--- src/rtl/muldiv_sequencer.sv ---
// rtl/muldiv_sequencer.sv - iterative mult/div sequencer owning HI/LO and the EX stall
// Divider state and datapath are present only when MULDIV_DIV_EN is defined.
module muldiv_sequencer #(
  parameter int WIDTH = 32
) (
  input  logic             clk,
  input  logic             rst_n,
  input  logic [1:0]       ALUop,
  input  logic [5:0]       func,
  input  logic             valid,
  input  logic [WIDTH-1:0] a,
  input  logic [WIDTH-1:0] b,
  output logic             stall,
  output logic             busy,
  output logic [WIDTH-1:0] hi,
  output logic [WIDTH-1:0] lo,
  output logic [WIDTH-1:0] result
);

  localparam int            CW   = $clog2(WIDTH);
  localparam logic [CW-1:0] LAST = CW'(WIDTH - 1);

  localparam logic [1:0] S_IDLE = 2'd0;
  localparam logic [1:0] S_MUL  = 2'd1;
  localparam logic [1:0] S_DONE = 2'd3;
`ifdef MULDIV_DIV_EN
  localparam logic [1:0] S_DIV  = 2'd2;
`endif

  localparam logic [5:0] F_MULT  = 6'b011000;
  localparam logic [5:0] F_MULTU = 6'b011001;
  localparam logic [5:0] F_MFHI  = 6'b010000;
  localparam logic [5:0] F_MFLO  = 6'b010010;
`ifdef MULDIV_DIV_EN
  localparam logic [5:0] F_DIV   = 6'b011010;
  localparam logic [5:0] F_DIVU  = 6'b011011;
`endif

  logic [1:0]         r_state;
  logic               r_busy;
  logic [CW-1:0]      r_cnt;
  logic [WIDTH-1:0]   r_mcand;
  logic [2*WIDTH-1:0] r_prod;
  logic               r_sign;
  logic [WIDTH-1:0]   r_hi;
  logic [WIDTH-1:0]   r_lo;

  logic               w_dec;
  logic               w_mult;
  logic               w_multu;
  logic               w_div;
  logic               w_divu;
  logic               w_start;
  logic               w_signed;
  logic [WIDTH-1:0]   w_mag_a;
  logic [WIDTH-1:0]   w_mag_b;
  logic [WIDTH:0]     w_mul_sum;
  logic [2*WIDTH-1:0] w_mul_next;
  logic [2*WIDTH-1:0] w_mul_fix;

  assign w_dec   = valid && (ALUop == 2'b10);
  assign w_mult  = w_dec && (func == F_MULT);
  assign w_multu = w_dec && (func == F_MULTU);
`ifdef MULDIV_DIV_EN
  assign w_div   = w_dec && (func == F_DIV);
  assign w_divu  = w_dec && (func == F_DIVU);
`else
  assign w_div   = 1'b0;
  assign w_divu  = 1'b0;
`endif

  assign w_start  = (r_state == S_IDLE) && (w_mult || w_multu || w_div || w_divu);
  assign w_signed = w_mult || w_div;
  assign w_mag_a  = (w_signed && a[WIDTH-1]) ? -a : a;
  assign w_mag_b  = (w_signed && b[WIDTH-1]) ? -b : b;

  // Cycle T stalls combinationally; MUL/DIV cycles stall via the busy flop.
  assign stall  = rst_n && (w_start || r_busy);
  assign busy   = r_busy;
  assign hi     = r_hi;
  assign lo     = r_lo;
  assign result = (func == F_MFHI) ? r_hi : ((func == F_MFLO) ? r_lo : {WIDTH{1'b0}});

  // Shift-add: low half holds the remaining multiplier bits, high half the partial sum.
  assign w_mul_sum  = {1'b0, r_prod[2*WIDTH-1:WIDTH]}
                    + (r_prod[0] ? {1'b0, r_mcand} : {(WIDTH+1){1'b0}});
  assign w_mul_next = {w_mul_sum, r_prod[WIDTH-1:1]};
  assign w_mul_fix  = r_sign ? -w_mul_next : w_mul_next;

`ifdef MULDIV_DIV_EN
  logic               r_rsign;
  logic               r_dz;
  logic [WIDTH-1:0]   r_a_orig;
  logic [WIDTH:0]     w_rem_shift;
  logic [WIDTH:0]     w_diff;
  logic [2*WIDTH-1:0] w_div_next;
  logic [WIDTH-1:0]   w_quo_fix;
  logic [WIDTH-1:0]   w_rem_fix;

  // Restoring divide: high half is the partial remainder, low half shifts dividend out and quotient in.
  assign w_rem_shift = {r_prod[2*WIDTH-1:WIDTH], r_prod[WIDTH-1]};
  assign w_diff      = w_rem_shift - {1'b0, r_mcand};
  assign w_div_next  = w_diff[WIDTH] ? {w_rem_shift[WIDTH-1:0], r_prod[WIDTH-2:0], 1'b0}
                                     : {w_diff[WIDTH-1:0],      r_prod[WIDTH-2:0], 1'b1};
  assign w_quo_fix   = r_sign  ? -w_div_next[WIDTH-1:0]       : w_div_next[WIDTH-1:0];
  assign w_rem_fix   = r_rsign ? -w_div_next[2*WIDTH-1:WIDTH] : w_div_next[2*WIDTH-1:WIDTH];
`endif

  always_ff @(posedge clk or negedge rst_n) begin
    if (!rst_n) begin
      r_state  <= S_IDLE;
      r_busy   <= 1'b0;
      r_cnt    <= '0;
      r_mcand  <= '0;
      r_prod   <= '0;
      r_sign   <= 1'b0;
      r_hi     <= '0;
      r_lo     <= '0;
`ifdef MULDIV_DIV_EN
      r_rsign  <= 1'b0;
      r_dz     <= 1'b0;
      r_a_orig <= '0;
`endif
    end else begin
      case (r_state)
        S_IDLE: begin
          if (w_mult || w_multu) begin
            r_mcand <= w_mag_a;
            r_prod  <= {{WIDTH{1'b0}}, w_mag_b};
            r_sign  <= w_mult && (a[WIDTH-1] ^ b[WIDTH-1]);
            r_cnt   <= '0;
            r_busy  <= 1'b1;
            r_state <= S_MUL;
          end
`ifdef MULDIV_DIV_EN
          else if (w_div || w_divu) begin
            r_mcand  <= w_mag_b;
            r_prod   <= {{WIDTH{1'b0}}, w_mag_a};
            r_sign   <= w_div && (a[WIDTH-1] ^ b[WIDTH-1]);
            r_rsign  <= w_div && a[WIDTH-1];
            r_dz     <= (b == {WIDTH{1'b0}});
            r_a_orig <= a;
            r_cnt    <= '0;
            r_busy   <= 1'b1;
            r_state  <= S_DIV;
          end
`endif
        end
        S_MUL: begin
          r_prod <= w_mul_next;
          r_cnt  <= r_cnt + 1'b1;
          if (r_cnt == LAST) begin
            r_hi    <= w_mul_fix[2*WIDTH-1:WIDTH];
            r_lo    <= w_mul_fix[WIDTH-1:0];
            r_busy  <= 1'b0;
            r_state <= S_DONE;
          end
        end
`ifdef MULDIV_DIV_EN
        S_DIV: begin
          r_prod <= w_div_next;
          r_cnt  <= r_cnt + 1'b1;
          if (r_cnt == LAST) begin
            r_hi    <= r_dz ? r_a_orig : w_rem_fix;
            r_lo    <= r_dz ? {WIDTH{1'b1}} : w_quo_fix;
            r_busy  <= 1'b0;
            r_state <= S_DONE;
          end
        end
`endif
        S_DONE:  r_state <= S_IDLE;
        default: r_state <= S_IDLE;
      endcase
    end
  end

endmodule

--- config.mk ---
export PLATFORM = sky130hd
export DESIGN_NAME = muldiv_sequencer
export DESIGN_NICKNAME = d
export VERILOG_FILES = /design/src/rtl/muldiv_sequencer.sv
export SDC_FILE = /design/constraint.sdc
export NUM_CORES = 1
export LEC_CHECK = 0
export CAP_MARGIN = 20
export CORE_MARGIN = 1.5
export CORE_UTILIZATION = 50
export DETAILED_ROUTE_END_ITERATION = 8
export GPL_TIMING_DRIVEN = 0
export PLACE_DENSITY = 0.72
export SKIP_CTS_REPAIR_TIMING = 1
export SLEW_MARGIN = 20
export SYNTH_ARGS = -nofsm -noshare
export SYNTH_HDL_FRONTEND = slang
export SYNTH_SLANG_ARGS = --single-unit
--- constraint.sdc ---
create_clock -name clk -period 12.6 [get_ports clk]
set_clock_uncertainty 0.2 [all_clocks]
set_input_delay 3.15 -clock clk [delete_from_list [all_inputs] [get_ports clk]]
set_output_delay 3.15 -clock clk [all_outputs]
set_load 0.01 [all_outputs]
==> summary.md <==
| Metric | Value |
|---|---|
| Critical path launch point type | `primary input` |
| H-tree Lvls | `4` |
| Post-Layout Cell Count | `1860` |
| Most used cell, CP | `clkdlybuf4s50_1` |
| Die Height | `156 um` |
| Max-slew headroom | `0.202` |
| Avg WL per Cell | `20.0 um` |
| Sw Pwr | `0.652 mW` |
| Largest net degree at the start of global routing | `89` |
| Post-route ant nets | `0` |
| Met1 WL | `16.5 mm` |
| Seq/Total Area, Yosys | `0.362` |
| Final Cycle Share | `0.698` |
| DP Area | `13800 um2` |
| Final #Nets | `1647` |
| Via count | `11229` |
| Sum Neg Setup Slack | `0 ns` |
| Tot GR Track Use | `0.313` |
| Critical path arrival | `5.44 ns` |
| Synthesized area | `11700 um2` |
| Clk slew on worst S/H paths | `0.07 ns` |
| Met3 routed WL | `3.03 mm` |
| Share of cells above drive strength 1 | `0.0517` |
| Antenna diodes | `0` |
| Power Total | `1.76 mW` |
| Highest routing layer actually used | `met4` |
| Max Cap Viol | `0` |
| DRC errors left | `0` |
| Highest Clock Rate | `114 MHz` |
| Gate Count Post-Synth | `1343` |
| Crit. End Element | `primary output` |
| Placed instance count | `1828` |
| Post-Route WL | `37.1 mm` |
| Syn_area_per_cell | `8.70 um2` |
| Synth top area cells | `dfrtp_1 (36%), o21ai_0 (7.8%), xor2_1 (7.3%), nand2_1 (5.7%), ha_1 (4.0%)` |
| Crit-path leading delay family | `buffers and inverters` |
| Clock Tree Buf Depth | `2` |
| Clock latency on the worst-skew pair | `0.44 ns` |
| Syn. warnings | `0` |
| Tmin final | `8.79 ns` |
| Status | `complete, no violations` |
| First-pass GRT wire length | `58.8 mm` |
| TritonCTS Buffers | `17` |
| Seq pwr share | `0.363` |
| Internal power | `1.11 mW` |
| PD cells | `122 nW/um2` |
| Worst hold path type | `register to register` |
| Max IR drop VDD | `86.6 uV` |
| Metal2 WL | `16.6 mm` |
| Sw Share | `0.369` |
| Synth Register Bits | `169` |
| Core Area | `22800 um2` |
| Clock sinks | `169` |
| Via density | `6.04` |
| Die ar. | `24300 um2` |
| Post-synth EDFFs | `0` |
| Placer Congestion | `0.910` |
| Vias in the first global route | `10549` |
| Share of the synthesized area in the top cell type | `0.362` |
| Root Driver | `clkbuf_16` |
| Top Ports | `173` |
| CP max FO | `10` |
| Worst stage delay on the critical path | `0.55 ns` |
| Iter 0 DRT Violations | `775` |
| Slowest cell on the critical path | `clkdlybuf4s50_1` |
| Data required, critical path | `9.25 ns` |
| Hold Fails Final Rpt | `0` |
| Syn_nets | `1456` |
| RSZ-0062 raised after global routing | `false` |
| CTS tree | `yes` |
| Initial Util | `0.513` |
| Final Slew Violations | `0` |
| Hpwl dp | `29.2 mm` |
| Ys async rst share | `1.00` |
| Clock power frac | `0.318` |
| Final Setup Violations | `0` |
| Worst-Margin Slew | `1.18 ns` |
| Comb power frac | `0.318` |
| Primary FF master, synth | `dfrtp_1` |
| Buf/Inv on CP | `3` |
| Grt ovf | `0` |
| Area grow syn2layout | `23.7%` |
| Leak Pwr | `6.36 nW` |
| Pre-Repair DR Iteration Count | `5` |
| Post-synthesis cell type count | `88` |
| Hold WS | `0.277 ns` |
| Largest area contributor in the netlist | `dfrtp_1` |
| Top post-synthesis cells by count | `o21ai_0 (181), nand2_1 (177), dfrtp_1 (169)` |
| Post-route cell area | `14400 um2` |
| Kind of critical path | `primary input to primary output` |
| Row Count | `55` |
| Most common cell in the netlist | `o21ai_0` |
| Initial antenna violation count | `0` |
| Port Buf Inserts | `171` |
| Die width | `156 um` |
| CP cell instances | `clkdlybuf4s50_1 -> nor3b_1 -> nand2_1 -> clkbuf_1 -> nor2_1 -> clkdlybuf4s50_1` |
-- power groups by stage --
stage	sequential (mW)	clock, mW	combinational [mW]
after global routing	0.647	0.588	0.612
after global placement	0.647	0	0.539
after CTS	0.638	0.563	0.552
after detailed placement	0.647	0	0.550
after floorplan	0.632	0	0.372
final	0.641	0.562	0.562
-- registers in the layout (all words and copies together), names as in the netlist --
signal	flops
r_prod	64
hi	32
lo	32
r_mcand	32
r_cnt	5
r_state	2
busy	1
r_sign	1
-- worst register-to-register path, cell delays in order, from the launching register on --
cell and delay, ns:
dfrtp_1 0.45, clkbuf_1 0.22, and2_1 0.25, ha_1 0.24
fa_1 0.41, a21o_2 0.24, a221oi_2 0.55, o221ai_1 0.32
or2_1 0.33, o311ai_1 0.84, and4_4 0.45, nand3_2 0.12
o41ai_2 0.39, xor2_1 0.34, o21ai_1 0.09
-- cell type report --
cell class / count / area (um2)
fill: 2019 / 8330
tap: 313 / 392
sequential: 169 / 4230
multi-input combinational: 1076 / 7030
clock buffer: 17 / 425
buffer: 77 / 348
clock inverter: 15 / 203
timing repair buffer: 172 / 1740
inverter: 21 / 78.8
-- routing by layer --
metal,up-vias,global-route usage
met2,478,0.489
met4,0,0.0943
met3,66,0.0442
li1,5245,-
met1,5440,0.451
met5,-,0
-- metrics by stage --
step | setup WS [ns] | util
CTS | 3.83 | 0.634
global placement | -1.00 | 0.605
global route | 3.61 | 0.634
finish | 3.81 | 0.634
floorplan | 5.09 | -
detailed placement | 3.84 | 0.607
-- layout by cell type, fill, tap and decap left out, drive strengths merged, types with 37 or more instances in the layout --
cell / count
o21ai: 202
ha: 37
nor2: 81
mux2i: 38
and2: 44
dfrtp: 169
clkbuf: 84
nand2: 178
a21oi: 43
xnor2: 39
xor2: 98
clkdlybuf4s50: 170
-- logic make-up after synthesis --
kind of cell | after synthesis | share of synthesized area
AO/OA/AOI/OAI | 424 | 0.236
XOR/XNOR | 137 | 0.104
buffers and inverters | 98 | 0.0365
multiplexers | 39 | 0.0335
flip-flops | 169 | 0.362
adder cells (fa/ha/maj) | 38 | 0.0413
AND/OR/NAND/NOR | 438 | 0.187
-- worst paths after layout --
check | startpoint | cells past startpoint | end | slack [ns]
worst max-delay path | func[4] | 6 | result[25] | 3.81
worst min-delay path | r_mcand[30] | 2 | r_mcand[30] | 0.28
worst max register to register | r_prod[0] | 14 | hi[30] | 7.06
worst min register to register | r_mcand[30] | 2 | r_mcand[30] | 0.28
max in group asynchronous | rst_n | 2 | lo[1] | 8.81
min in group asynchronous | rst_n | 1 | r_mcand[13] | 2.50
Power figures use the tool's default switching activity.
==> RTL edit 1: new RTL, same settings <==
Reset style: synchronous (`rst_n`), changed in one clocked block.
--- a/src/rtl/muldiv_sequencer.sv
+++ b/src/rtl/muldiv_sequencer.sv
@@ -107,5 +107,5 @@
 `endif
 
-  always_ff @(posedge clk or negedge rst_n) begin
+  always_ff @(posedge clk) begin
     if (!rst_n) begin
       r_state  <= S_IDLE;
Formal check against the unedited RTL: differs if rst_n is asserted again (counterexample within 4 cycles, from zero or initial values and one cycle with rst_n low); with rst_n held inactive, the same outputs for 10 cycles.
==> RTL edit 1 against the unedited design <==
- non-clock buffer count rose by 24
- routed wire length rose by 7.6%
- core utilization fell by 0.69 points
- area after synthesis fell by 1.8%
- worst setup slack got worse by 0.49 ns
- sequential cell count did not move
- maximum frequency fell by 5.3%
- final cell count rose by 9.4%
- critical path depth rose by 3
- synthesized cell count rose by 15%
- final area fell by 2.0%
Power is not compared: it rests on default switching activity, and its combinational part moved more than twofold at a synthesized area within 25%.
==> RTL edit 1: results (changes against the unedited design) <==
• **maximum net fanout on the critical path** 10, unchanged
• **number of global-route vias before repair** 11.5k, +9.0%
• **HPWL Detailed** 31,700 um, +8.7%
• **number of buffers created by CTS** 17, unchanged
• **Synth cell types** 77, -13%
• **leading cell types by total area after synthesis** dfxtp_1 (29%), nor2_1 (6.6%), nand2_1 (6.3%)
• **RePlAce Congestion** 0.987, +8.5%
• **Worst R2R Setup Slack** 7.21 ns, +0.15 ns
• **Syn Inst Count** 1,548, +15%
• **async set or reset register ratio after synthesis** 0%, -100 points
• **worst hold path class** flop to flop
• **cell at the slowest stage of the critical path** clkdlybuf4s50_1
• **Slowest Stage Delay on Critical Path** 0.57 ns, +0.02 ns
• **CTS clock-pin slew for the worst setup and hold paths** 0.07 ns, about the same
• **number of H-tree levels** 4, unchanged
• **Syn. warnings** 0, unchanged
• **largest area contributor in the netlist** dfxtp_1
• **average routed wire per standard cell** 19.6 um, -1.7%
• **Tot GR Track Use** 33.3%, +2.0 points
• **syn nets** 1,661, +14%
• **peak supply drop** 0.0000614 V
• **Pre-antenna DRT Iters** 7, +2
• **insertion delay of the later-clocked pin in the worst-skew pair** 0.44 ns, about the same
• **run status** completed
• **actual transition at the worst max-transition pin** 1.16 ns, -0.0151 ns
• **pin count of the biggest net entering global routing** 20, -78%
• **register with the most flip-flops** r_prod
• **data arrival at the endpoint of the critical path** 5.93 ns, +0.49 ns
• **share of post-route cells with drive strength above 1** 3.94%, -1.2 points
• **number of nets at the end of the flow** 1,850, +12%
• **part of the Yosys area used for sequential elements** 29.5%, -6.7 points
• **IO buf count** 170, -0.58%
• **number of buffers between clock root and the deepest sink** 2, unchanged
• **leakage power figure** 5.05 nW
• **Clock Root Buffer** clkbuf_16
• **internal power contribution** 0.000856 W
• **per-cell via count in the routed design** 6.05, +0.29%
• **leading cell types by count after synthesis** nor2_1 (203), nand2_1 (194), dfxtp_1 (169), a21oi_1 (124), clkbuf_1 (87)
• **number of antenna violations at the first check in global routing** 2, +2
• **non-filler instance count after layout** 2,035, +9.4%
• **diode insertion count for antenna repair** 0, unchanged
• **first-pass GRT wire length** 62,600 um, +6.5%
• **Top Family by Delay on Critical Path** simple AND/OR/NAND/NOR gates
• **max reg flops** 64, unchanged
• **starting DRC count in detailed routing** 1,071, +38%
-- RTL edit 1: cell count changes after synthesis, sizes merged, moves of 54 or more --
cell / unedited run / this run
dfrtp: 169 / 0
dfxtp: 0 / 169
o21ai: 202 / 69
nor2: 81 / 204
a21oi: 43 / 124
nand3: 11 / 67
a211oi: 5 / 59
-- RTL edit 1: cell families (layout without fill, tap and decap cells) --
family,Yosys count,count (layout),share of synthesized area (%)
compound gates,403,403,22.8
simple gates,651,651,26.4
xor+xnor,129,129,9.85
buf+inv,122,324,4.08
flops,169,169,29.5
mux,36,36,3.17
fa+ha+maj,38,38,4.21
-- RTL edit 1: final cells by class --
| class | instances | area, um2 |
|---|---|---|
| buffer | 103 | 397 |
| sequential | 169 | 3380 |
| tap | 285 | 357 |
| clock buffer | 17 | 425 |
| fill | 2112 | 8410 |
| clock inverter | 15 | 199 |
| multi-input combinational | 1257 | 7630 |
| inverter | 19 | 71.3 |
| timing repair buffer | 170 | 1700 |
-- RTL edit 1: final timing paths --
kind | from | to | depth (start not counted)
min | r_mcand[0]$_SDFFE_PN0P_ | r_mcand[0]$_SDFFE_PN0P_ | 2
min reg2reg | r_mcand[0]$_SDFFE_PN0P_ | r_mcand[0]$_SDFFE_PN0P_ | 2
max | func[1] | stall | 9
max reg2reg | r_prod[0]$_SDFFE_PN0P_ | hi[31]$_SDFFE_PN0P_ | 13
-- RTL edit 1: per-layer routing --
layer  share of wire [%]  global-route usage (%)
met1                  45                    45.8
met2                  44                    52.1
met3                 8.9                    7.37
met4                 2.0                    9.84
met5                   0                       0
-- RTL edit 1: worst min-delay path: cells and delay by family (launching register included) --
| family | cells | cell delay, ns |
|---|---|---|
| compound gates | 1 | 0.05 |
| simple gates | 1 | 0.05 |
| flops | 1 | 0.31 |
-- RTL edit 1: power groups by stage --
stage	Sequential (W)	Clock (W)	Combinational, W
2_1_floorplan	0.000547	0	0.0000292
3_3_place_gp	0.000547	0	0.0000691
3_5_place_dp	0.000547	0	0.0000697
4_1_cts	0.000535	0.000552	0.0000699
5_1_grt	0.000535	0.000579	0.0000757
6_report	0.000535	0.000552	0.0000708
-- RTL edit 1: per-stage QoR --
| step | area (um2) | power, W | worst slack, ns | hold slack [ns] | utilization (%) |
|---|---|---|---|---|---|
| after global placement | 13500 | 0.000616 | 3.28 | 0.236 | 59.9 |
| after CTS | 14200 | 0.00116 | 3.27 | 0.254 | 62.7 |
| after global routing | 14200 | 0.00119 | 3.09 | 0.278 | 62.7 |
| final | 14200 | 0.00116 | 3.32 | 0.253 | 62.7 |
| after detailed placement | 13500 | 0.000617 | 3.29 | 0.244 | 59.9 |
| after floorplan | 11500 | 0.000576 | 4.62 | 0.227 | - |
==> RTL edit 2: new RTL, same flow settings <==
Without the edit above. Set the parameter `WIDTH` to 16 (it was 32).
--- a/src/rtl/muldiv_sequencer.sv
+++ b/src/rtl/muldiv_sequencer.sv
@@ -2,5 +2,5 @@
 // Divider state and datapath are present only when MULDIV_DIV_EN is defined.
 module muldiv_sequencer #(
-  parameter int WIDTH = 32
+  parameter int WIDTH = 16
 ) (
   input  logic             clk,
Interface: changed (5 resized); port bits go from 173 to 93. No check against the original RTL was run, so the function may have changed too.
==> RTL edit 2 against the unedited design <==
- sequential cell count down 81
- routed wire length down 59%
- count of clock-buffer cells in the layout down 5
- sequential power down 28%
- area after synthesis down 52%
- worst setup slack worse by 0.17 ns
- synthesized cell count down 51%
- core utilization up 1.3 points
- final area down 51%
- total power down 21%
- hold slack better by 0.00062 ns
- global-route usage down 4.6 points
- largest cell class unchanged
==> RTL edit 2: results (changes against the unedited design) <==
• **non-clock inverter count** 16, -24%
• **met1 GRT Util** 36.3%, -8.8 points
• **pin count of the biggest net entering global routing** 51, -43%
• **number of non-clock buffers in the layout** 126, -49%
• **global-route track usage on met3** 3.91%, -0.50 points
• **Power Sequential** 0.000460 W, -28%
• **startpoint of the most critical hold path** r_mcand[10]$_DFFE_PN0P_
• **run status** completed
• **worst setup path end** stall
• **syn nets** 716, -51%
• **Synth cell types** 56, -36%
• **area of the multi-input gates** 0.00327 mm2, -53%
• **part of the Yosys area used for sequential elements** 38.9%, +2.7 points
• **smallest hold slack** 0.278 ns, +0.000619 ns
• **leading cell types by total area after synthesis** dfrtp_1 (39%), nand2_1 (6.1%), xor2_1 (5.7%)
• **peak supply drop** 0.0000904 V, +4.4%
• **r2r worst-path depth** 13, -1
• **non-filler instance count after layout** 900, -52%
• **non-clock buffer area fraction after layout** 15.0%, +0.54 points
• **number of buffers created by CTS** 9, -8
• **Clock buffer cells** 12, -5
• **data arrival at the endpoint of the critical path** 5.62 ns, +0.18 ns
• **count of filler cells inserted in the layout** 970, -52%
• **routing usage on met2** 43.6%, -5.3 points
• **total power density per cell area** 197 mW/mm2, +61%
• **insertion delay of the later-clocked pin in the worst-skew pair** 0.35 ns, -0.09 ns
• **wire length on met1** 7040 um, -57%
• **Highest Clock Rate** 112 MHz, -1.9%
• **RePlAce Congestion** 0.943, +3.7%
• **leakage power figure** 3.14 nW, -51%
• **internal power contribution** 0.000824 W, -26%
• **Pre-antenna DRT Iters** 6, +1
• **share of post-route cells with drive strength above 1** 3.68%, -1.5 points
• **Post-Place Worst Slack** 3.31 ns, -0.533 ns
• **average routed wire per standard cell** 16.9 um, -15%
• **number of nets at the end of the flow** 819, -50%
• **Final clock-cell share** 4.35%, about the same
• **Avg Cell Area, Syn** 8.68 um2, -0.28%
• **register area** 0.00220 mm2, -48%
• **number of global-route vias before repair** 4,914, -53%
• **Met2 Routed Length** 7150 um, -57%
• **IO buf count** 91, -47%
• **endpoint with the worst hold slack** r_mcand[10]$_DFFE_PN0P_
• **leading cell types by count after synthesis** nand2_1 (92), dfrtp_1 (88), o21ai_0 (62), nor2_1 (46), xor2_1 (37)
• **Post-Layout Inst Area** 0.00708 mm2, -51%
• **Synth Cell Area** 0.00566 mm2, -52%
• **first-pass GRT wire length** 24,600 um, -58%
RTL edit 2: cell types whose count changed in the layout (fill, tap and decap cells not counted), moves of 34 or more:
| cell | delta |
|---|---|
| o21ai_0 | -119 |
| nand2_1 | -85 |
| dfrtp_1 | -81 |
| clkdlybuf4s50_1 | -80 |
| xor2_1 | -60 |
| nor2_1 | -34 |
RTL edit 2: cell families (layout without fill, tap and decap cells):
family,after synthesis,in the layout,share of synthesized area (%)
xor+xnor,66,66,10.2
fa+ha+maj,21,21,4.78
compound gates,184,184,20.3
mux,19,19,3.38
flops,88,88,38.9
simple gates,224,224,19.0
buf+inv,50,158,3.32
RTL edit 2: worst max-delay path, stage by stage:
cell             delay (ns)
clkbuf_1               0.31
nand4bb_1              0.29
or4b_1                 0.54
nor3_2                 0.51
nor2_1                 0.12
nor2b_1                0.14
clkdlybuf4s50_1        0.55
